**config.mk**
```make
export PLATFORM = sky130hd
export DESIGN_NAME = connect4_move_controller
export DESIGN_NICKNAME = d
export VERILOG_FILES = /design/src/rtl/connect4_pkg.sv /design/src/rtl/connect4_move_controller_column_height_tracker.sv /design/src/rtl/connect4_move_controller.sv
export SDC_FILE = /design/constraint.sdc
export NUM_CORES = 1
export LEC_CHECK = 0
export ABC_AREA = 1
export CORE_UTILIZATION = 35
export DETAILED_ROUTE_END_ITERATION = 16
export GPL_ROUTABILITY_DRIVEN = 0
export PLACE_DENSITY_LB_ADDON = 0.25
export SLEW_MARGIN = 40
export SYNTH_ARGS = -nofsm -noshare
export SYNTH_HDL_FRONTEND = slang
export SYNTH_SLANG_ARGS = --single-unit
```
**constraint.sdc**
```tcl
create_clock -name clk -period 4.29 [get_ports clk]
set_input_delay 0.429 -clock clk [delete_from_list [all_inputs] [get_ports clk]]
set_output_delay 0.429 -clock clk [all_outputs]
set_load 0.02 [all_outputs]
```
**src/rtl/connect4_pkg.sv**
```systemverilog
// Shared definitions for the Connect4 move controller: FSM encoding, game
// result codes, default board size and the row/column to cell-index mapping.
package connect4_pkg;

    localparam int DEFAULT_ROWS = 4;
    localparam int DEFAULT_COLS = 4;

    typedef enum logic [2:0] {
        S_IDLE,
        S_VALIDATE,
        S_WRITE,
        S_CHECK,
        S_RESOLVE,
        S_OVER
    } fsm_state_t;

    typedef enum logic [1:0] {
        PLAYING = 2'b00,
        WIN_P1  = 2'b01,
        WIN_P2  = 2'b10,
        DRAW    = 2'b11
    } game_state_t;

    function automatic int cell_index(input int row, input int col, input int cols);
        return row * cols + col;
    endfunction

endpackage

```
**src/rtl/connect4_move_controller_column_height_tracker.sv**
```systemverilog
// Per-column fill counters; a column's height is the row the next piece
// dropped into it will land on.
module column_height_tracker
    import connect4_pkg::*;
#(
    parameter int ROWS   = DEFAULT_ROWS,
    parameter int COLS   = DEFAULT_COLS,
    parameter int HGT_W  = $clog2(ROWS + 1),
    parameter int CIDX_W = (COLS > 1) ? $clog2(COLS) : 1
) (
    input  logic                    clk,
    input  logic                    reset,
    input  logic                    clear,
    input  logic                    inc,
    input  logic [CIDX_W-1:0]       inc_col,
    output logic [COLS*HGT_W-1:0]   heights,
    output logic [COLS-1:0]         full
);

    logic [HGT_W-1:0] height_q [COLS];

    // Saturate at ROWS so a stray increment can never wrap a full column to empty.
    always_ff @(posedge clk) begin
        if (reset || clear) begin
            for (int c = 0; c < COLS; c++) begin
                height_q[c] <= '0;
            end
        end else if (inc && (height_q[inc_col] != HGT_W'(ROWS))) begin
            height_q[inc_col] <= height_q[inc_col] + 1'b1;
        end
    end

    always_comb begin
        heights = '0;
        full    = '0;
        for (int c = 0; c < COLS; c++) begin
            heights[c*HGT_W +: HGT_W] = height_q[c];
            full[c]                   = (height_q[c] == HGT_W'(ROWS));
        end
    end

endmodule

```
**src/rtl/connect4_move_controller.sv**
```systemverilog
// Sequences one Connect4 move at a time: validate column, drop piece, run the
// winner detector, then alternate turns or end the game. Owns board and turn.
module connect4_move_controller
    import connect4_pkg::*;
#(
    parameter int ROWS          = DEFAULT_ROWS,
    parameter int COLS          = DEFAULT_COLS,
    parameter int COL_W         = 4,
    parameter int CHECK_TIMEOUT = 15
) (
    input  logic                          clk,
    input  logic                          reset,
    input  logic                          move_req,
    input  logic [COL_W-1:0]              col_sel,
    input  logic                          new_game,
    input  logic                          win_valid,
    input  logic                          win_found,
    output logic [ROWS*COLS-1:0]          board_occ,
    output logic [ROWS*COLS-1:0]          board_owner,
    output logic                          current_player,
    output logic                          check_start,
    output logic [$clog2(ROWS*COLS)-1:0]  last_cell,
    output logic                          move_reject,
    output logic                          busy,
    output logic [1:0]                    game_state
);

    localparam int CELLS  = ROWS * COLS;
    localparam int CELL_W = $clog2(CELLS);
    localparam int HGT_W  = $clog2(ROWS + 1);
    localparam int CIDX_W = (COLS > 1) ? $clog2(COLS) : 1;
    localparam int CNT_W  = $clog2(CELLS + 1);
    localparam int TMR_W  = $clog2(CHECK_TIMEOUT + 1);

    fsm_state_t         state_q, state_d;
    game_state_t        result_q, result_d;
    logic [COL_W-1:0]   col_q, col_d;
    logic [CELLS-1:0]   occ_q, occ_d;
    logic [CELLS-1:0]   owner_q, owner_d;
    logic [CELL_W-1:0]  last_q, last_d;
    logic [CNT_W-1:0]   count_q, count_d;
    logic [TMR_W-1:0]   timer_q, timer_d;
    logic               player_q, player_d;
    logic               start_q, start_d;
    logic               reject_q, reject_d;
    logic               busy_q, busy_d;
    logic               verdict_q, verdict_d;

    logic [COLS*HGT_W-1:0] heights;
    logic [COLS-1:0]       full;
    logic [CIDX_W-1:0]     col_idx;
    logic [HGT_W-1:0]      cur_height;
    logic [CELL_W-1:0]     wr_idx;
    logic                  col_illegal;
    logic                  clear_board;

    assign col_idx     = col_q[CIDX_W-1:0];
    assign cur_height  = heights[32'(col_idx)*HGT_W +: HGT_W];
    assign wr_idx      = CELL_W'(cell_index(int'(cur_height), int'(col_idx), COLS));
    assign col_illegal = (int'(col_q) >= COLS);
    assign clear_board = new_game && ((state_q == S_IDLE) || (state_q == S_OVER));

    column_height_tracker #(
        .ROWS   (ROWS),
        .COLS   (COLS),
        .HGT_W  (HGT_W),
        .CIDX_W (CIDX_W)
    ) u_heights (
        .clk     (clk),
        .reset   (reset),
        .clear   (clear_board),
        .inc     (state_q == S_WRITE),
        .inc_col (col_idx),
        .heights (heights),
        .full    (full)
    );

    always_ff @(posedge clk) begin
        if (reset) begin
            state_q   <= S_IDLE;
            result_q  <= PLAYING;
            col_q     <= '0;
            occ_q     <= '0;
            owner_q   <= '0;
            last_q    <= '0;
            count_q   <= '0;
            timer_q   <= '0;
            player_q  <= 1'b0;
            start_q   <= 1'b0;
            reject_q  <= 1'b0;
            busy_q    <= 1'b0;
            verdict_q <= 1'b0;
        end else begin
            state_q   <= state_d;
            result_q  <= result_d;
            col_q     <= col_d;
            occ_q     <= occ_d;
            owner_q   <= owner_d;
            last_q    <= last_d;
            count_q   <= count_d;
            timer_q   <= timer_d;
            player_q  <= player_d;
            start_q   <= start_d;
            reject_q  <= reject_d;
            busy_q    <= busy_d;
            verdict_q <= verdict_d;
        end
    end

    // Every output is computed here as a next value so all of them leave a flop.
    always_comb begin
        state_d   = state_q;
        result_d  = result_q;
        col_d     = col_q;
        occ_d     = occ_q;
        owner_d   = owner_q;
        last_d    = last_q;
        count_d   = count_q;
        timer_d   = timer_q;
        player_d  = player_q;
        verdict_d = verdict_q;
        start_d   = 1'b0;
        reject_d  = 1'b0;

        case (state_q)
            S_IDLE, S_OVER: begin
                if (new_game) begin
                    occ_d    = '0;
                    owner_d  = '0;
                    count_d  = '0;
                    player_d = 1'b0;
                    result_d = PLAYING;
                    state_d  = S_IDLE;
                end else if (move_req && (state_q == S_IDLE)) begin
                    col_d   = col_sel;
                    state_d = S_VALIDATE;
                end
            end
            S_VALIDATE: begin
                if (col_illegal || full[col_idx]) begin
                    reject_d = 1'b1;
                    state_d  = S_IDLE;
                end else begin
                    state_d = S_WRITE;
                end
            end
            S_WRITE: begin
                occ_d[wr_idx]   = 1'b1;
                owner_d[wr_idx] = player_q;
                last_d          = wr_idx;
                count_d         = count_q + 1'b1;
                timer_d         = '0;
                start_d         = 1'b1;
                state_d         = S_CHECK;
            end
            S_CHECK: begin
                // A silent detector is treated as "no win" so play cannot stall.
                if (win_valid) begin
                    verdict_d = win_found;
                    state_d   = S_RESOLVE;
                end else if (timer_q == TMR_W'(CHECK_TIMEOUT - 1)) begin
                    verdict_d = 1'b0;
                    state_d   = S_RESOLVE;
                end else begin
                    timer_d = timer_q + 1'b1;
                end
            end
            S_RESOLVE: begin
                if (verdict_q) begin
                    result_d = player_q ? WIN_P2 : WIN_P1;
                    state_d  = S_OVER;
                end else if (count_q == CNT_W'(CELLS)) begin
                    result_d = DRAW;
                    state_d  = S_OVER;
                end else begin
                    player_d = ~player_q;
                    state_d  = S_IDLE;
                end
            end
            default: begin
                state_d = S_IDLE;
            end
        endcase

        busy_d = (state_d != S_IDLE) && (state_d != S_OVER);
    end

    assign board_occ      = occ_q;
    assign board_owner    = owner_q;
    assign current_player = player_q;
    assign check_start    = start_q;
    assign last_cell      = last_q;
    assign move_reject    = reject_q;
    assign busy           = busy_q;
    assign game_state     = result_q;

endmodule

```
* Yosys cells after proc, flatten, opt, wreduce, memory -nomap -nowiden
Memory sizes are Yosys's and may differ from the RTL's. A register that Yosys moved wholly into a read port is not among the register bits. Index checks and enable logic that the tools add are counted.
Storage, ports and cells: register bits 59, RAM bits 12, bits of input ports 10, output and inout port bits 42, word-level logic and storage cells 114, memories 1
Memories:
- u_heights.height_q | depth 4, bits a word 3, rd ports 5, clocked after memory_dff 1, wr ports 4, line connect4_move_controller_column_height_tracker.sv:20 | logic [HGT_W-1:0] height_q [COLS];
Cells by class: add/subtract/negate cells 4, multipliers 1, order comparisons 4, equal/unequal tests 19, shift operators 1, mux-type cells 44, bitwise operators 4, reductions and logical operators 23
Operators by type and width (number):
- 16-bit case mux with 2 select lines | 2
- 3-bit two-way mux | 7
- 3-bit equality test, second input constant | 6
- 16-bit bitwise mux | 1
- 16-bit two-way mux | 1
- 2-bit two-way mux | 8
- 16-bit bitwise OR | 1
- 1-bit two-way mux | 15
- 3-bit case mux with 5 select lines | 1
- 12-bit by 5-bit indexed part select with 2-bit output | 1
- 2-bit != test, second input constant | 5
- 5-bit case mux with 2 select lines | 1
- 3-bit != test, second input constant | 3
- 3-bit AND reduction | 3
- 4-bit two-way mux | 2
- 4-bit case mux with 2 select lines | 1
- 2-bit nonzero test | 4
- 3-bit by 2-bit equality test with 1-bit output, second input constant | 2
- 5-bit by 1-bit adder with 5-bit output, second input constant | 1
- 5-bit equality test, second input constant | 1
- 1-bit logical AND | 5
- 4-bit by 5-bit less-than comparator with 1-bit output, second input constant | 1
- 5-bit two-way mux | 1
- 4-bit by 1-bit adder with 4-bit output, second input constant | 1
- other kinds (20) | 26

* Logic depth before layout (Yosys ltp)
Gate-level depths: netlist of run 1.
depth after elaboration 9, mapped depth 13, gate-level depth less buffers 13

* Modules after synthesis
A second synthesis of run 1 with hierarchy kept.
Second synthesis, totals: cell total of the unflattened synthesis 458, area, all modules 3437.0 um^2
Modules (own cells, without submodules):
- connect4_move_controller | times used 1, cells an instance 382, area each 2727.6 um^2, sequential area each 1181.1 um^2
- column_height_tracker | times used 1, cells an instance 76, area each 709.4 um^2, sequential area each 360.3 um^2

* Worst setup path before layout of run 1
No wires, ideal clock.
path type flip-flop to flip-flop, start point register (tool-made name), end point memory u_heights.height_q[0][0] (netlist name) (enable), setup time 344 ps, data arrival time 1527 ps, required time 3946 ps, slack 2419 ps, cell stages (with the launch flop) 10, path buffers 1, clock period less this slack 1871 ps, cell sequence dfxtp_1 > buf_2 > nor2_1 > inv_1 > a32oi_1 > inv_1 > ha_1 > nand3_1 > nand2_2 > o21ai_0
RTL lines (line):
- end: declaration | connect4_move_controller_column_height_tracker.sv:20

==> results.sh, run 1 <==
export IMPL_hold_depth=2
export IMPL_setup_tns_ns=0
export IMPL_tightest_slew_ns=0.586
export IMPL_dr_total_vias=3170
export IMPL_clk_path_buf_depth=2
export IMPL_n_fill_cell=1002
export IMPL_period_minus_slack_ns=2.18
export IMPL_cts_hold_fix_buffers=0
export IMPL_layout_drive_gt1_share_pct=8.91
export IMPL_area_growth_pct=21.8
export IMPL_syn_nets=484
export IMPL_fin_skew_ns=0.00693
export IMPL_ys_seq_elements=73
export IMPL_dr_pass1_iters=4
export IMPL_cts_sinks=73
export IMPL_cellPowerDensity_nw_per_um2=369
export IMPL_yosysSeqAreaShare_pct=44.9
export IMPL_hp_class="flop to flop"
export IMPL_setup_violations=0
export IMPL_drc=0
export IMPL_wl_per_cell_um=13.0
export IMPL_num_antenna_cells=0
export IMPL_path_max_fanout=9
export IMPL_start_util_pct=36.1
export IMPL_vias_per_cell=4.88
export IMPL_power_mw=1.59
export IMPL_dieArea_um2=10500
export IMPL_status="completed"
export IMPL_slew_viol_final=0
export IMPL_reg2reg_depth=7
export IMPL_end_kind="flop"
export IMPL_die_w_um=102
export IMPL_cts_tree="yes"
export IMPL_ant_nets=0
export IMPL_worst_skew_pair_late_latency_ns=0.35
export IMPL_std_cell_rows=36
export IMPL_critPathArrivalTime_ns=2.19
export IMPL_track_usage_pct=17.9
export IMPL_fmax_ghz=0.458
export IMPL_max_cap_violations=0
export IMPL_syn_cell_area_um2=3520
export IMPL_fin_crit_sh_pct=50.9
export IMPL_fp_dieH_um=102
export IMPL_ctsResizeCount=0
export IMPL_yosysWarnings=0
export IMPL_r2r_slack_ns=2.11
export IMPL_cts_buffers=9
export IMPL_max_slew_margin_pct=60.9
export IMPL_h_tree_depth=3
export IMPL_overflow=0
export IMPL_min_delay_worst_endpoint="col_q[3]"
export IMPL_clock_root_buffer="clkbuf_8"
export IMPL_hold_viol_final=0
export IMPL_p_leak_nw=1.66
export IMPL_required_ns=4.29
export IMPL_syn_inst=468
export IMPL_clkTransAtPathRegs_ns=0.07
export IMPL_nNetsFinal=527
export IMPL_ioPinCount=52
export IMPL_start_kind="flop"
export IMPL_crit_type="flop to flop"
export IMPL_grt_pass1_wl_mm=14.2
export IMPL_portBuffers=51
export IMPL_irDropWorstVdd_uv=138
export IMPL_antenna_found_initial=0
export IMPL_r2r_end="u_heights.height_q[3][0]"
export IMPL_grt_max_degree=33
export IMPL_fp_coreArea_um2=9770
export IMPL_rsz0062_at_grt="false"
export IMPL_initialDrtViolationCount=172
export IMPL_synth_cell_types=30
export IMPL_synth_avg_cell_area_um2=7.53
export IMPL_grt_pass1_vias=3026
export IMPL_cts_setup_buffers=0
export IMPL_routed_wl_mm=8.45
export IMPL_hp_start="col_q[3]"
export IMPL_dp_hpwl_mm=6.19
==> sequential cells by signal (all words and copies together) (netlist names), 2 cells and up, named ones only <==
| name | count |
|---|---|
| count_q | 5 |
| board_owner | 16 |
| game_state | 2 |
| last_cell | 4 |
| state_q | 3 |
| col_q | 4 |
| timer_q | 4 |
| u_heights.height_q | 12 |
| board_occ | 16 |
==> layer usage <==
metal / wire (µm) / vias up / part of all wire, % / GRT usage, %
met5: 0 / - / 0 / 0
met1: 4030 / 1441 / 48 / 23.7
li1: - / 1637 / - / -
met2: 3860 / 77 / 46 / 28.2
met4: 168 / 0 / 2.0 / 8.68
met3: 391 / 15 / 4.6 / 3.21
==> report_power, final <==
group          total (mW)  switching [mW]  internal, mW
logic               0.264           0.187        0.0776
registers           0.749          0.0271         0.722
clock network       0.573           0.267         0.306
==> layout make-up <==
type | instances | area [µm²] | area share [%]
timing repair buffer | 52 | 518 | 12.1
clock inverter | 5 | 62.6 | 1.46
multi-input combinational | 324 | 1620 | 37.7
tap | 133 | 166 | 3.88
clock buffer | 11 | 153 | 3.56
inverter | 51 | 191 | 4.46
sequential | 73 | 1580 | 36.9
==> logic make-up after synthesis <==
group,count (synthesis),share of synthesized area [%]
compound gates,76,11.3
xor+xnor,2,0.497
fa+ha+maj,6,2.13
buf+inv,71,9.27
flops,73,44.9
simple gates,240,31.9
==> Yosys cell counts, drive strengths merged <==
| cell | instances | area (µm²) |
|---|---|---|
| dfxtp | 61 | 1220 |
| o21ai | 32 | 160 |
| a31oi | 1 | 6.26 |
| nand4 | 22 | 138 |
| a211oi | 1 | 7.51 |
| nor3 | 3 | 15.0 |
| buf | 15 | 116 |
| o21bai | 1 | 7.51 |
| nand3 | 43 | 225 |
| or2 | 1 | 6.26 |
| nor3b | 1 | 7.51 |
| ha | 6 | 75.1 |
| clkbuf | 5 | 18.8 |
| a32oi | 2 | 17.5 |
| o31ai | 2 | 15.0 |
| nor2 | 46 | 228 |
| a21oi | 37 | 185 |
| inv | 51 | 191 |
| edfxtp | 12 | 360 |
| nand2 | 124 | 505 |
| xor2 | 2 | 17.5 |
==> critical path, cell delays in order, from the launching register on <==
cell	delay (ns)
dfxtp_1	0.50
nand2_1	0.09
a32oi_1	0.36
inv_1	0.09
ha_1	0.19
nand3_1	0.11
nand2_2	0.11
o21ai_0	0.39
==> stage by stage <==
stage	utilization, %	std cells	hold slack (ns)	setup slack (ns)	instance area, µm²
floorplan	-	468	0.424	2.42	3520
global placement	41.7	633	0.437	1.80	4070
detailed placement	41.7	633	0.442	1.73	4080
CTS	43.9	649	0.453	2.10	4290
global route	43.9	649	0.492	1.87	4290
finish	43.9	649	0.449	2.11	4290
==> layout by cell type, fill, tap and decap left out, types with 9 or more instances in the layout <==
master             n
nand2_1          116
inv_1             42
dfxtp_1           61
inv_2              9
a21oi_1           37
nand3_1           41
nor2_1            35
nand4_1           22
o21ai_0           27
clkdlybuf4s50_1   51
clkbuf_8           9
edfxtp_1          12
==> worst max-delay path by stage <==
stage                     start                  endpoint  slack [ns]  cells after the start
after global placement    reset  u_heights.height_q[3][0]        1.80                      6
after floorplan            flop  u_heights.height_q[0][0]        2.42                      9
after detailed placement  reset  u_heights.height_q[3][0]        1.73                      6
after global routing       flop  u_heights.height_q[3][0]        1.87                      7
after CTS                 reset  u_heights.height_q[3][0]        2.10                      6
final                      flop  u_heights.height_q[3][0]        2.11                      7
Power figures use the tool's default switching activity.
==> run 2: changes to the inputs <==
- clock period: 4.29 -> 1.95 ns (I/O delays scaled with it)
==> run 2 against run 1 <==
Compared with the run above: global-route usage fell by 0.34 points; wire length grew 2.0%; combinational power grew to 2.6 times the previous value; non-clock buffer count increased by 20; critical endpoint is now u_heights.height_q[0][2]; via count rose by 2.0%; power is 120% higher; final area grew 3.3%; register-to-register slack got worse by 2.0 ns; first-iteration DRC count decreased by 9.3%.
==> results.sh, run 2 (synthesized netlist as in run 1, its figures left out) <==
export IMPL_status="completed"
export IMPL_r2r_end="u_heights.height_q[0][2]"
export IMPL_fmax_ghz=0.552
export IMPL_overflow=0
export IMPL_wl_per_cell_um=12.9
export IMPL_layout_common_cells="nand2_1, dfxtp_1, clkdlybuf4s50_1"
export IMPL_hp_class="flop to flop"
export IMPL_grt_max_degree=25
export IMPL_setup_tns_ns=0
export IMPL_grt_pass1_vias=3058
export IMPL_start_util_pct=36.1
export IMPL_min_delay_worst_endpoint="col_q[2]"
export IMPL_post_dp_cell_area_um2=4200
export IMPL_dieArea_um2=10500
export IMPL_final_area_um2=4430
export IMPL_clk_path_buf_depth=2
export IMPL_dr_pass1_iters=5
export IMPL_reg2reg_depth=9
export IMPL_max_cap_violations=0
export IMPL_n_fill_cell=1007
export IMPL_worst_slack_ns=0.138
export IMPL_slew_viol_final=0
export IMPL_vias_per_cell=4.83
export IMPL_dp_hpwl_mm=6.36
export IMPL_cts_sinks=73
export IMPL_routed_wl_mm=8.63
export IMPL_h_tree_depth=3
export IMPL_max_slew_margin_pct=74.8
export IMPL_hp_start="col_q[2]"
export IMPL_initialDrtViolationCount=156
export IMPL_die_w_um=102
export IMPL_ant_nets=0
export IMPL_critPathArrivalTime_ns=1.88
export IMPL_path_max_fanout=5
export IMPL_r2r_slack_ns=0.14
export IMPL_ioPinCount=52
export IMPL_antenna_found_initial=0
export IMPL_required_ns=2.02
export IMPL_tightest_slew_ns=0.378
export IMPL_hold_depth=2
export IMPL_num_antenna_cells=0
export IMPL_std_cell_rows=36
export IMPL_start_kind="flop"
export IMPL_fin_skew_ns=0.00785
export IMPL_area_growth_pct=25.8
export IMPL_fp_coreArea_um2=9770
export IMPL_setup_violations=0
export IMPL_irDropWorstVdd_uv=442
export IMPL_portBuffers=51
export IMPL_layout_drive_gt1_share_pct=12.9
export IMPL_fp_dieH_um=102
export IMPL_clkTransAtPathRegs_ns=0.08
export IMPL_p_leak_nw=1.75
export IMPL_end_kind="flop"
export IMPL_fin_crit_sh_pct=92.9
export IMPL_hold_slack_ns=0.446
export IMPL_period_minus_slack_ns=1.81
export IMPL_cts_buffers=9
export IMPL_multiInputGateArea_um2=1630
export IMPL_power_mw=3.48
export IMPL_grt_pass1_wl_mm=14.2
export IMPL_place_worst_setup_slack_ns=0.0448
export IMPL_dr_total_vias=3232
export IMPL_cellPowerDensity_nw_per_um2=786
export IMPL_drc=0
export IMPL_hold_viol_final=0
export IMPL_nNetsFinal=547
export IMPL_worst_skew_pair_late_latency_ns=0.34
export IMPL_cts_tree="yes"
export IMPL_clock_root_buffer="clkbuf_8"
export IMPL_track_usage_pct=17.5
export IMPL_cts_hold_fix_buffers=0
export IMPL_crit_type="flop to flop"
export IMPL_ff_latch_area_um2=1580
export IMPL_final_common_cell="nand2_1"
-- run 2: what timing repair did --
| item | 4_1_cts | 5_1_grt |
|---|---|---|
| setup buffers | 0 | 3 |
| gates resized for setup | 0 | 3 |
| endpoints found under the setup margin | 0 | 19 |
-- run 2: layer usage --
layer / vias to the layer above / GRT usage, % / share of wire [%]
met5: - / 0 / 0
met4: 0 / 5.38 / 0.65
met3: 7 / 4.72 / 5.6
met2: 93 / 29.5 / 48
met1: 1461 / 21.9 / 46
li1: 1671 / - / -
-- run 2: metrics by stage --
| stage | cells | util (%) |
|---|---|---|
| floorplan | 468 | - |
| global placement | 650 | 43.0 |
| detailed placement | 650 | 43.0 |
| CTS | 666 | 45.0 |
| global route | 669 | 45.4 |
| finish | 669 | 45.4 |
-- run 2: how the worst max path moves through the flow --
stage | cells after the start | endpoint | slack [ns] | startpoint
finish | 9 | u_heights.height_q[0][2] | 0.14 | flop
CTS | 8 | u_heights.height_q[0][1] | 0.04 | flop
detailed placement | 8 | u_heights.height_q[0][1] | 0.04 | flop
global placement | 9 | u_heights.height_q[2][2] | 0.12 | flop
global route | 12 | u_heights.height_q[1][0] | -0.02 | flop
floorplan | 9 | u_heights.height_q[0][0] | 0.08 | flop
-- run 2: layout make-up --
| type | instances | share of cell area (%) |
|---|---|---|
| Clock inverter | 7 | 1.58 |
| Tap cell | 133 | 3.75 |
| Clock buffer | 9 | 2.79 |
| Timing Repair Buffer | 72 | 15.1 |
| Multi-Input combinational cell | 324 | 36.8 |
| Inverter | 51 | 4.32 |
| Sequential cell | 73 | 35.7 |
-- run 2: where the power goes --
group          leakage (nW)  internal, mW  switching, mW
registers             0.625          1.59         0.0456
clock network        0.0955         0.589          0.588
logic                  1.03         0.231          0.443
-- run 2: worst max-delay path, cell delays in order (launching register included) --
cell,delay (ns)
dfxtp_1,0.33
inv_1,0.17
a21oi_1,0.09
a32oi_2,0.18
inv_1,0.07
ha_1,0.19
nand3_1,0.09
nand2_2,0.10
o21ai_0,0.18
buf_4,0.15
==> run 3: changes to the inputs <==
- SYNTH_HIERARCHICAL: not set -> 1
==> run 3 against run 2 <==
Compared with the run above: sequential power about the same; register-to-register slack worse by 0.06 ns; highest routed layer unchanged; maximum frequency down 3.3%; critical path depth down 2; critical path type unchanged; final cell count down 2.2%; via count down 4.4%; count of clock-buffer cells in the layout up 2; global-route usage down 0.65 points; clock skew up 0.00094 ns; sequential cell count down 2.
==> results.sh, run 3 <==
export IMPL_hold_slack_ns=0.445
export IMPL_multiInputGateArea_um2=1640
export IMPL_fin_crit_sh_pct=96.1
export IMPL_worst_skew_pair_late_latency_ns=0.34
export IMPL_status="completed"
export IMPL_num_antenna_cells=0
export IMPL_p_leak_nw=1.81
export IMPL_antenna_found_initial=0
export IMPL_initialDrtViolationCount=221
export IMPL_slowest_delay_ns=0.43
export IMPL_fp_dieH_um=101
export IMPL_track_usage_pct=16.9
export IMPL_routed_wl_mm=8.14
export IMPL_drc=0
export IMPL_crit_chain="nand2_1 > o221ai_2 > inv_1 > ha_1 > nand3_2 > nand4_4 > o21ai_1"
export IMPL_ys_async_sr_fraction_pct=0
export IMPL_vias_per_cell=4.73
export IMPL_std_cell_rows=35
export IMPL_dp_cells=636
export IMPL_dieArea_um2=10200
export IMPL_critPathArrivalTime_ns=1.89
export IMPL_nNetsFinal=536
export IMPL_n_fill_cell=961
export IMPL_place_worst_setup_slack_ns=0.00180
export IMPL_dr_total_vias=3091
export IMPL_path_max_fanout=8
export IMPL_dr_pass1_iters=4
export IMPL_max_cap_violations=0
export IMPL_synthFlopType="dfxtp_1"
export IMPL_setup_violations=0
export IMPL_irDropWorstVdd_uv=428
export IMPL_grt_max_degree=31
export IMPL_ff_latch_area_um2=1540
export IMPL_power_mw=3.52
export IMPL_syn_inst=458
export IMPL_fmax_ghz=0.533
export IMPL_h_tree_depth=3
export IMPL_max_slew_margin_pct=65.6
export IMPL_portBuffers=51
export IMPL_synth_common_cells="nand2_1, dfxtp_1, nor2_1"
export IMPL_cts_hold_fix_buffers=0
export IMPL_tightest_slew_ns=0.516
export IMPL_final_cell_count_no_fill=654
export IMPL_start_util_pct=36.7
export IMPL_final_util_pct=46.5
export IMPL_synth_edf_count=12
export IMPL_synth_area_leaders="dfxtp_1, nand2_1, edfxtp_1"
export IMPL_ys_seq_elements=71
export IMPL_cts_buffers=9
export IMPL_clkTransAtPathRegs_ns=0.07
export IMPL_worst_slack_ns=0.0755
export IMPL_cts_tree="yes"
export IMPL_clk_path_buf_depth=2
export IMPL_cp_slowest_cell="dfxtp_1"
export IMPL_yosysSeqAreaShare_pct=44.8
export IMPL_yosysTopAreaCellShare_pct=34.4
export IMPL_area_growth_pct=26.7
export IMPL_fp_coreArea_um2=9370
export IMPL_syn_cell_area_um2=3440
export IMPL_start_kind="flop"
export IMPL_required_ns=1.97
export IMPL_yosysMostFrequentCell="nand2_1"
export IMPL_yosysWarnings=6
export IMPL_period_minus_slack_ns=1.87
export IMPL_slew_viol_final=0
export IMPL_ioPinCount=52
export IMPL_crit_type="flop to flop"
export IMPL_grt_pass1_wl_mm=13.4
export IMPL_cellPowerDensity_nw_per_um2=808
export IMPL_hold_viol_final=0
export IMPL_synth_avg_cell_area_um2=7.50
export IMPL_post_synth_top_area_cell="dfxtp_1"
export IMPL_cts_sinks=71
export IMPL_layout_common_cells="nand2_1, dfxtp_1, nor2_1"
export IMPL_dp_hpwl_mm=6.11
export IMPL_end_kind="flop"
export IMPL_grt_pass1_vias=2808
export IMPL_die_w_um=101
export IMPL_synth_cell_types=35
export IMPL_syn_nets=474
export IMPL_rsz0062_at_grt="true"
export IMPL_hp_class="input pin to flop"
export IMPL_layout_drive_gt1_share_pct=13.7
export IMPL_clock_root_buffer="clkbuf_8"
export IMPL_ant_nets=0
export IMPL_wl_per_cell_um=12.4
export IMPL_overflow=0
export IMPL_fin_skew_ns=0.00878
export IMPL_final_common_cell="nand2_1"
## run 3: cell types whose count changed in the layout (fill, tap and decap cells not counted), moves of 4 or more
cell,before,now
o31ai_1,2,6
nor3_1,3,11
a21oi_1,37,29
nor2_2,4,10
nand4_1,22,4
nor2_4,6,2
buf_4,21,14
nand2_2,4,8
o21ai_0,27,10
nand2_1,116,109
nor2_1,36,54
a22o_1,0,6
## run 3: timing repair
item                                    4_1_cts  5_1_grt
pin swaps                                     0        0
buffers inserted                              0        2
endpoints found under the setup margin        6       28
gates resized for setup                       1        6
gates cloned                                  0        0
## run 3: power by group
group	switching, mW	internal [mW]
clock	0.546	0.665
sequential	0.0533	1.56
combinational	0.466	0.229
total	1.07	2.45
## run 3: area by class of cell
| cell class | count | share of cell area (%) |
|---|---|---|
| tap | 129 | 3.71 |
| sequential | 71 | 35.4 |
| inverter | 51 | 4.40 |
| multi-input combinational | 322 | 37.6 |
| clock inverter | 5 | 1.24 |
| timing repair buffer | 65 | 14.1 |
| clock buffer | 11 | 3.51 |
## run 3: metal layers
| layer | up-vias | GRT usage [%] | routed length, µm |
|---|---|---|---|
| li1 | 1613 | - | - |
| met1 | 1404 | 22.0 | 3980 |
| met2 | 66 | 27.2 | 3660 |
| met3 | 8 | 4.58 | 375 |
| met4 | 0 | 5.13 | 119 |
| met5 | - | 0 | 0 |
## run 3: stage by stage
| stage | setup TNS, ns | instance area [µm²] |
|---|---|---|
| floorplan | 0 | 3440 |
| global placement | 0 | 4120 |
| detailed placement | 0 | 4120 |
| CTS | 0 | 4330 |
| global route | -0.396 | 4350 |
| finish | 0 | 4350 |
## run 3: logic make-up after synthesis
kind of cell | after synthesis | synth area share, %
xor+xnor | 3 | 0.765
simple gates | 250 | 33.2
compound gates | 63 | 11.1
buf+inv | 65 | 7.97
fa+ha+maj | 6 | 2.18
flops | 71 | 44.8
## run 3: final timing paths
kind	startpoint	endpoint	slack, ns	cells past startpoint
min reg2reg	col_q[2]	col_q[2]	0.46	2
max	col_q[1]	u_heights/height_q[1][1]	0.08	7
min	win_found	verdict_q	0.45	3
max reg2reg	col_q[1]	u_heights/height_q[1][1]	0.08	7
## run 3: worst max-delay path: cells and delay by family, from the launching register on
kind	cells	cell delay, ns
flip-flops	1	0.43
AND/OR/NAND/NOR	3	0.38
AO/OA/AOI/OAI	2	0.49
adder cells (fa/ha/maj)	1	0.19
buffers and inverters	1	0.06
